--- src/rtl/iterative_muldiv.sv ---
`default_nettype none
// ============================================================================
// Module      : iterative_muldiv
// Description : RV32M multiply/divide unit. Radix-2 shift-add multiply and
//               restoring divide, one bit per cycle. The divide special cases
//               (b=0 and signed overflow) complete on a fast path. Defining
//               MULDIV_DIV_EN builds the divider; without it, divide opcodes
//               complete immediately with result 0 and illegal set.
// Revision    : 1.0 - initial release
// ============================================================================
module iterative_muldiv #(
    parameter int XLEN = 32
) (
    input  logic            clk,
    input  logic            reset,
    input  logic            start,
    input  logic [2:0]      op,
    input  logic [XLEN-1:0] a,
    input  logic [XLEN-1:0] b,
    output logic            busy,
    output logic            done,
    output logic [XLEN-1:0] result,
    output logic            illegal
);

    localparam int CNT_W = $clog2(XLEN) + 1;
`ifdef MULDIV_DIV_EN
    localparam bit c_DIV_EN = 1'b1;
`else
    localparam bit c_DIV_EN = 1'b0;
`endif
    localparam logic [2:0]      c_OP_MULH   = 3'b001;
    localparam logic [2:0]      c_OP_MULHSU = 3'b010;
    localparam logic [2:0]      c_OP_DIV    = 3'b100;
    localparam logic [2:0]      c_OP_REM    = 3'b110;
    localparam logic [XLEN-1:0] c_MIN_NEG   = {1'b1, {(XLEN-1){1'b0}}};

    typedef enum logic [1:0] {
        S_IDLE = 2'd0,
        S_CALC = 2'd1,
        S_FIX  = 2'd2,
        S_DONE = 2'd3
    } state_t;

    state_t              r_state;
    state_t              w_state_nxt;
    logic [2:0]          r_op;
    logic                r_neg_res;
    logic                r_neg_rem;
    logic [CNT_W-1:0]    r_cnt;
    logic [2*XLEN-1:0]   r_acc;
    logic [XLEN-1:0]     r_opnd;
    logic [XLEN-1:0]     r_result;
    logic                r_illegal;

    logic                w_accept;
    logic                w_sgn_a;
    logic                w_sgn_b;
    logic                w_neg_a;
    logic                w_neg_b;
    logic [XLEN-1:0]     w_abs_a;
    logic [XLEN-1:0]     w_abs_b;
    logic                w_div_zero;
    logic                w_div_ovf;
    logic                w_fast;
    logic [XLEN-1:0]     w_fast_res;
    logic [XLEN:0]       w_mul_sum;
    logic [2*XLEN-1:0]   w_mul_acc;
    logic [2*XLEN-1:0]   w_div_acc;
    logic [2*XLEN-1:0]   w_prod_fix;
    logic [XLEN-1:0]     w_mul_res;
    logic [XLEN-1:0]     w_quo;
    logic [XLEN-1:0]     w_rem;
    logic [XLEN-1:0]     w_fix_res;

    assign result  = r_result;
    assign illegal = r_illegal;

    // Operand conditioning: the iterative core works on magnitudes only
    assign w_sgn_a    = (op == c_OP_MULH) || (op == c_OP_MULHSU) ||
                        (op == c_OP_DIV)  || (op == c_OP_REM);
    assign w_sgn_b    = (op == c_OP_MULH) || (op == c_OP_DIV) || (op == c_OP_REM);
    assign w_neg_a    = w_sgn_a & a[XLEN-1];
    assign w_neg_b    = w_sgn_b & b[XLEN-1];
    assign w_abs_a    = w_neg_a ? -a : a;
    assign w_abs_b    = w_neg_b ? -b : b;
    assign w_div_zero = (b == '0);
    assign w_div_ovf  = w_sgn_b && op[2] && (a == c_MIN_NEG) && (b == '1);
    assign w_fast     = op[2] & (~c_DIV_EN | w_div_zero | w_div_ovf);

    always_comb begin
        w_fast_res = '0;
        if (c_DIV_EN) begin
            if (w_div_zero)
                w_fast_res = op[1] ? a : '1;
            else
                w_fast_res = op[1] ? '0 : a;
        end
    end

    // Multiply: upper half accumulates, lower half holds the shifting multiplier
    assign w_mul_sum = {1'b0, r_acc[2*XLEN-1:XLEN]} + (r_acc[0] ? {1'b0, r_opnd} : '0);
    assign w_mul_acc = {w_mul_sum, r_acc[XLEN-1:1]};

    generate
        if (c_DIV_EN) begin : g_div
            // Upper half is the partial remainder, lower half dividend-in/quotient-out
            logic [XLEN:0] w_diff;
            assign w_diff    = {r_acc[2*XLEN-1:XLEN], r_acc[XLEN-1]} - {1'b0, r_opnd};
            assign w_div_acc = w_diff[XLEN] ? {r_acc[2*XLEN-2:0], 1'b0}
                                            : {w_diff[XLEN-1:0], r_acc[XLEN-2:0], 1'b1};
        end else begin : g_no_div
            assign w_div_acc = '0;
        end
    endgenerate

    assign w_prod_fix = r_neg_res ? -r_acc : r_acc;
    assign w_mul_res  = (r_op[1:0] == 2'b00) ? w_prod_fix[XLEN-1:0] : w_prod_fix[2*XLEN-1:XLEN];
    assign w_quo      = r_neg_res ? -r_acc[XLEN-1:0] : r_acc[XLEN-1:0];
    assign w_rem      = r_neg_rem ? -r_acc[2*XLEN-1:XLEN] : r_acc[2*XLEN-1:XLEN];
    assign w_fix_res  = r_op[2] ? (r_op[1] ? w_rem : w_quo) : w_mul_res;

    always_ff @(posedge clk) begin
        if (reset)
            r_state <= S_IDLE;
        else
            r_state <= w_state_nxt;
    end

    always_comb begin
        w_state_nxt = r_state;
        w_accept    = 1'b0;
        busy        = 1'b0;
        done        = 1'b0;
        case (r_state)
            S_IDLE, S_DONE: begin
                done        = (r_state == S_DONE);
                w_state_nxt = S_IDLE;
                if (start) begin
                    w_accept    = 1'b1;
                    w_state_nxt = w_fast ? S_DONE : S_CALC;
                end
            end
            S_CALC: begin
                busy = 1'b1;
                if (r_cnt == CNT_W'(1))
                    w_state_nxt = S_FIX;
            end
            S_FIX: begin
                busy        = 1'b1;
                w_state_nxt = S_DONE;
            end
            default: w_state_nxt = S_IDLE;
        endcase
    end

    always_ff @(posedge clk) begin
        if (reset) begin
            r_op      <= '0;
            r_neg_res <= 1'b0;
            r_neg_rem <= 1'b0;
            r_cnt     <= '0;
            r_acc     <= '0;
            r_opnd    <= '0;
            r_result  <= '0;
            r_illegal <= 1'b0;
        end else if (w_accept) begin
            r_op      <= op;
            r_neg_res <= w_neg_a ^ w_neg_b;
            r_neg_rem <= w_neg_a;
            r_cnt     <= CNT_W'(XLEN);
            r_opnd    <= op[2] ? w_abs_b : w_abs_a;
            r_acc     <= {{XLEN{1'b0}}, (op[2] ? w_abs_a : w_abs_b)};
            if (w_fast) begin
                r_result  <= w_fast_res;
                r_illegal <= ~c_DIV_EN;
            end
        end else if (r_state == S_CALC) begin
            r_cnt <= r_cnt - CNT_W'(1);
            r_acc <= r_op[2] ? w_div_acc : w_mul_acc;
        end else if (r_state == S_FIX) begin
            r_result  <= w_fix_res;
            r_illegal <= 1'b0;
        end
    end

endmodule
`default_nettype wire

--- config.mk ---
export PLATFORM = sky130hd
export DESIGN_NAME = iterative_muldiv
export DESIGN_NICKNAME = d
export VERILOG_FILES = /design/src/rtl/iterative_muldiv.sv
export SDC_FILE = /design/constraint.sdc
export NUM_CORES = 1
export LEC_CHECK = 0
export ABC_AREA = 1
export BUFFER_PORTS_ARGS = -buffer_cell sky130_fd_sc_hd__clkbuf_2
export CAP_MARGIN = 20
export CELL_PAD_IN_SITES_DETAIL_PLACEMENT = 1
export CELL_PAD_IN_SITES_GLOBAL_PLACEMENT = 1
export CORE_ASPECT_RATIO = 1.5
export CORE_UTILIZATION = 46
export DETAILED_ROUTE_END_ITERATION = 10
export PLACE_DENSITY = 0.87
export SETUP_SLACK_MARGIN = 0.15
export SLEW_MARGIN = 0
export SYNTH_ARGS = -nofsm -noshare
export SYNTH_HDL_FRONTEND = slang
export SYNTH_SLANG_ARGS = --single-unit
--- constraint.sdc ---
create_clock -name clk -period 4.3 [get_ports clk]
set_clock_uncertainty 0.15 [all_clocks]
set_input_delay 0.86 -clock clk [delete_from_list [all_inputs] [get_ports clk]]
set_output_delay 0.86 -clock clk [all_outputs]
set_load 0.01 [all_outputs]
Yosys cells after proc, flatten, opt, wreduce, memory -nomap -nowiden

Index checks and enable logic that the tools add are counted.

Output and inout port bits: 35
Register bits after elaboration: 142

Reduce and logical (&&, ||, !) cells: 13
Equality and inequality tests: 11
Add/sub/neg operators: 7
Multiplexer cells: 32
Bitwise gates (word level): 3

Operator list:

| operator            | count |
|---|---|
| $mux 32             | 16 |
| $mux 64             | 2 |
| $neg 32->32         | 4 |
| $neg 64->64         | 1 |
| $add 32x32->33      | 1 |
| $mux 6              | 2 |
| $mux 1              | 8 |
| $eq 3x3->1 const B  | 2 |
| $eq 6x1->1 const B  | 1 |
| $mux 2              | 3 |
| $ne 2x2->1 const B  | 3 |
| $pmux 2 s3          | 1 |
| $reduce_or 2->1     | 3 |
| $sub 6x1->6 const B | 1 |
| $logic_or 1x1->1    | 5 |
| $eq 2x2->1 const B  | 2 |
| $logic_not 2->1     | 2 |
| $reduce_bool 2->1   | 2 |
| $eq 3x1->1 const B  | 1 |
| $eq 3x2->1 const B  | 1 |
| $reduce_and 3->1    | 1 |
| $and 1x1->1         | 2 |
| $eq 2x1->1 const B  | 1 |
| $xor 1x1->1         | 1 |

Longest topological paths before layout

Depth in word-level cells: 8
Mapped depth: 17

Least setup slack after synthesis

Ideal clock, no wire load.

Path kind: flip-flop to flip-flop
Start: reg r_acc[0]
End: reg r_acc[53]
Setup time: 0.070 ns
Stages on the path, launching flop included: 18
Arrival time: 2.340 ns
Slack: 1.739 ns
Clock period less this slack: 2.561 ns
Path through: dfxtp_1 -> buf_6 -> clkbuf_1 -> nand2_1 -> inv_1 -> ha_1 -> inv_1 -> fa_1 -> o21ai_1 -> nand2_1 -> nand2_1 -> nand3_1 -> nand2_1 -> nand2_1 -> nand2_1 -> or2_2 -> nand3_1 -> a21oi_1

Longest elaborated chain between the ends: 3

RTL lines:

| element                | RTL line | RTL |
|---|---|---|
| from (decl)            | 51       | `logic [2*XLEN-1:0] r_acc;` |
| from (signal assigned) | 173      | `r_acc <= {{XLEN{1'b0}}, (op[2] ? w_abs_a : w_abs_b)};` |
| from (signal assigned) | 180      | `r_acc <= r_op[2] ? w_div_acc : w_mul_acc;` |
| $mux 32                | 102      | `assign w_mul_sum = {1'b0, r_acc[2*XLEN-1:XLEN]} + (r_acc[0] ? {1'b0, r_opnd} : '0);` |
| $add 32x32->33         | 102      |  |
| $mux 64                | 180      |  |

Every way passes these cells.
A chain may end at the register's enable or synchronous reset.

Worst setup path in the final report

Start: reg r_acc[0]
End: reg r_acc[58]

Same word-level chain as after synthesis.

==> run summary <==
status: finished, final reports clean
kind of critical path: flip-flop to flip-flop
register area share after synthesis: 20.85%
Reg2Reg Depth: 15
CP required: 4.53 ns
Static Leak: 0.007438 uW
Met1 Wirelength: 22670 um
fin crit period: 3.105 ns
Clock Path Buffers: 2
# nets final: 2566
layout cells sized above 1: 10.17%
flop2flop setup slack: 1.19 ns
post-cts resize count: 0
Non-Filler Instances: 2857
FMAX: 322.1 MHz
Routed WL: 63090 um
cts hold-fix bufs: 0
Least-Margin Pin Slew: 0.9961 ns
relative slew slack: 32.89%
Synth top area share: 21.28%
routed via count: 16910
hold depth: 2
R2R Path Start: r_acc[0]
Worst-Skew Late Latency: 0.46 ns
Die W: 142.6 um
reg-to-reg endpoint: r_acc[58]
antenna-violating nets left: 0
RSZ-0062 raised after global routing: no
Pre-Repair DR Iteration Count: 5
synth unique cells: 56
FILL cells: 4259
GRT Util Overall: 43.00%
I/O pin cnt: 105
initial antenna violation count: 1
Die Y: 212.9 um
uppermost layer routed: met5
core area: 28910 sq um
CP max FO: 34
CTS tree: built
post-DP HPWL: 49660 um
Sink Count: 142
Mapped Avg Cell Area: 5.689 sq um
Max Cap Viol: 0
post-synthesis cell count: 2397
DP Cell Count: 2824
final hold vios: 0
Slew Limit Fails: 0
worst setup margin: 1.195 ns
DR vias/cell: 5.919
Die ar.: 30350 sq um
crit share post-route: 72.21%
setup TNS: 0 ns
Post-synth EDFFs: 0
I/O Buffers: 104
setup violators final: 0
Layout area overhead: 10.56%
Yosys top cell by area: nand2_1
largest net degree at the start of global routing: 75
pre-CTS WS: 1.120 ns
post-synthesis async set-or-reset flop share: 0%
synthesized area: 13640 sq um
Hold Path Class: flip-flop to flip-flop
#FFs+latches synth: 142
Crit. End Element: flip-flop
Initial Util: 47.17%
pwr dens: 532.7 nW/um^2
first-pass GRT wire length: 97230 um
Reg area: 2845 sq um
placer's final routability congestion estimate: 0.9888
synth top area cells: nand2_1 21%, dfxtp_1 21%, nand3_1 9.5%
Max rail drop VDD: 0.2215 mV
met3 wire len: 4060 um
Avg WL per Cell: 22.08 um
clk root buf: clkbuf_16
DRC: 0
grt ovf: 0
Post-CTS Setup Bufs: 0
Primary FF master, synth: dfxtp_1
Max H-tree Level: 4
YS warnings: 0
area of the multi-input gates: 9492 sq um
routed wl met2: 29820 um
Reg clk slew, reported paths: 0.06 ns
TritonCTS Buffers: 17
Syn Nets: 2509
most frequent cell after synthesis: nand2_1
Setup crit start kind: flip-flop
Post-synth top cells: 773 x nand2_1, 259 x nand3_1, 232 x nor2_1
First DRT Iteration DRCs: 1144
Cell Rows: 76
vias in the first global route: 17350
antenna fix cells: 0
Critical Path AT: 3.34 ns
Hold EP: result[18]
hold path start: result[18]
==> flip-flops by register name, summed over array words and instances (netlist names) <==
name and count:
r_neg_rem 1, r_op 3, r_acc 64, r_state 2
result 32, illegal 1, r_opnd 32, r_cnt 6
r_neg_res 1
==> how the worst max path moves through the flow <==
stage               slack, ns         to       from  cells past startpoint
floorplan                1.74  r_acc[53]   r_acc[0]                     17
global placement         1.14  r_acc[18]      op[2]                     13
detailed placement       1.12  result[0]      start                     11
CTS                      1.28  r_acc[49]  r_acc[32]                     13
global route             0.98  r_acc[58]   r_acc[0]                     14
finish                   1.19  r_acc[58]   r_acc[0]                     15
==> stage by stage <==
| step | hold slack (ns) | util [%] | area (sq um) | power [uW] |
|---|---|---|---|---|
| 6_report | 0.3143 | 52.15 | 15080 | 8030 |
| 4_1_cts | 0.3164 | 52.06 | 15050 | 7908 |
| 3_3_place_gp | 0.2985 | 49.86 | 14410 | 6128 |
| 3_5_place_dp | 0.3061 | 49.95 | 14440 | 6282 |
| 2_1_floorplan | 0.2781 | - | 13640 | 4838 |
| 5_1_grt | 0.3283 | 52.15 | 15080 | 8500 |
==> cells by family after synthesis <==
kind of cell	Yosys count	synth area share [%]
xor+xnor	70	4.551
fa+ha+maj	42	3.909
compound gates	413	16.48
buf+inv	330	9.580
flops	142	20.85
simple gates	1400	44.63
==> placed cells by master (no fill, tap or decap), types with 4 or more instances in the layout <==
| cell | synthesis | routed |
|---|---|---|
| inv_6 | 0 | 5 |
| ha_1 | 41 | 41 |
| nor4_1 | 4 | 4 |
| nor3_1 | 11 | 11 |
| nor2_1 | 232 | 230 |
| nand3_1 | 259 | 259 |
| o211ai_1 | 16 | 16 |
| o21ai_0 | 110 | 110 |
| a31oi_1 | 13 | 13 |
| nand2_4 | 5 | 5 |
| xnor2_1 | 12 | 12 |
| nand3b_1 | 15 | 15 |
| o31ai_1 | 5 | 5 |
| clkinvlp_4 | 0 | 4 |
| inv_2 | 8 | 8 |
| clkbuf_16 | 0 | 17 |
| nor2_2 | 21 | 23 |
| a21boi_0 | 9 | 9 |
| nor2_4 | 8 | 8 |
| buf_4 | 1 | 21 |
| nand4_1 | 26 | 26 |
| o21ai_1 | 21 | 21 |
| nand2_2 | 10 | 10 |
| dfxtp_1 | 142 | 140 |
| a21oi_1 | 210 | 210 |
| o21a_1 | 5 | 5 |
| or2_1 | 4 | 4 |
| o21bai_1 | 4 | 4 |
| o22ai_1 | 4 | 4 |
| clkbuf_2 | 0 | 104 |
| o21ai_2 | 5 | 5 |
| or2_2 | 14 | 14 |
| nand2_1 | 773 | 773 |
| inv_1 | 229 | 229 |
| xor2_1 | 57 | 57 |
| nand3_2 | 5 | 5 |
==> per-layer routing <==
| metal | up-vias | global-route usage (%) |
|---|---|---|
| met5 | - | 0 |
| met4 | 2 | 39.60 |
| met3 | 300 | 8.455 |
| met2 | 704 | 73.07 |
| met1 | 7984 | 44.47 |
| li1 | 7920 | - |
==> area by class of cell <==
cell class              count  share of cell area (%)
multi-input cells        1925                   62.96
flip-flops and latches    142                   18.87
inverters                 241                   6.034
repair buffers            127                   4.863
well taps                 390                   3.237
clock buffers              17                   2.822
clock inverters            15                   1.212
==> report_power, final <==
part	total, uW	switching [uW]	leakage [uW]	internal (uW)
logic	4350	3070	0.00599	1280
registers	2070	457	0.00116	1610
clock network	1610	691	0.000287	919
==> worst max-delay path, cell delays in order, from the launching register on <==
cell and delay [ns]:
dfxtp_1 0.40, buf_4 0.34, nand2_1 0.10, inv_1 0.07, ha_1 0.27, a21oi_1 0.34
o21ai_0 0.31, nand2_1 0.13, nand2_1 0.11, nand2_1 0.08, nand2_1 0.14, nand4_1 0.16
nand2_1 0.07, nand2_1 0.05, nand3_1 0.14, a21oi_1 0.16
Note: power is estimated with default switching activity, not from simulation.
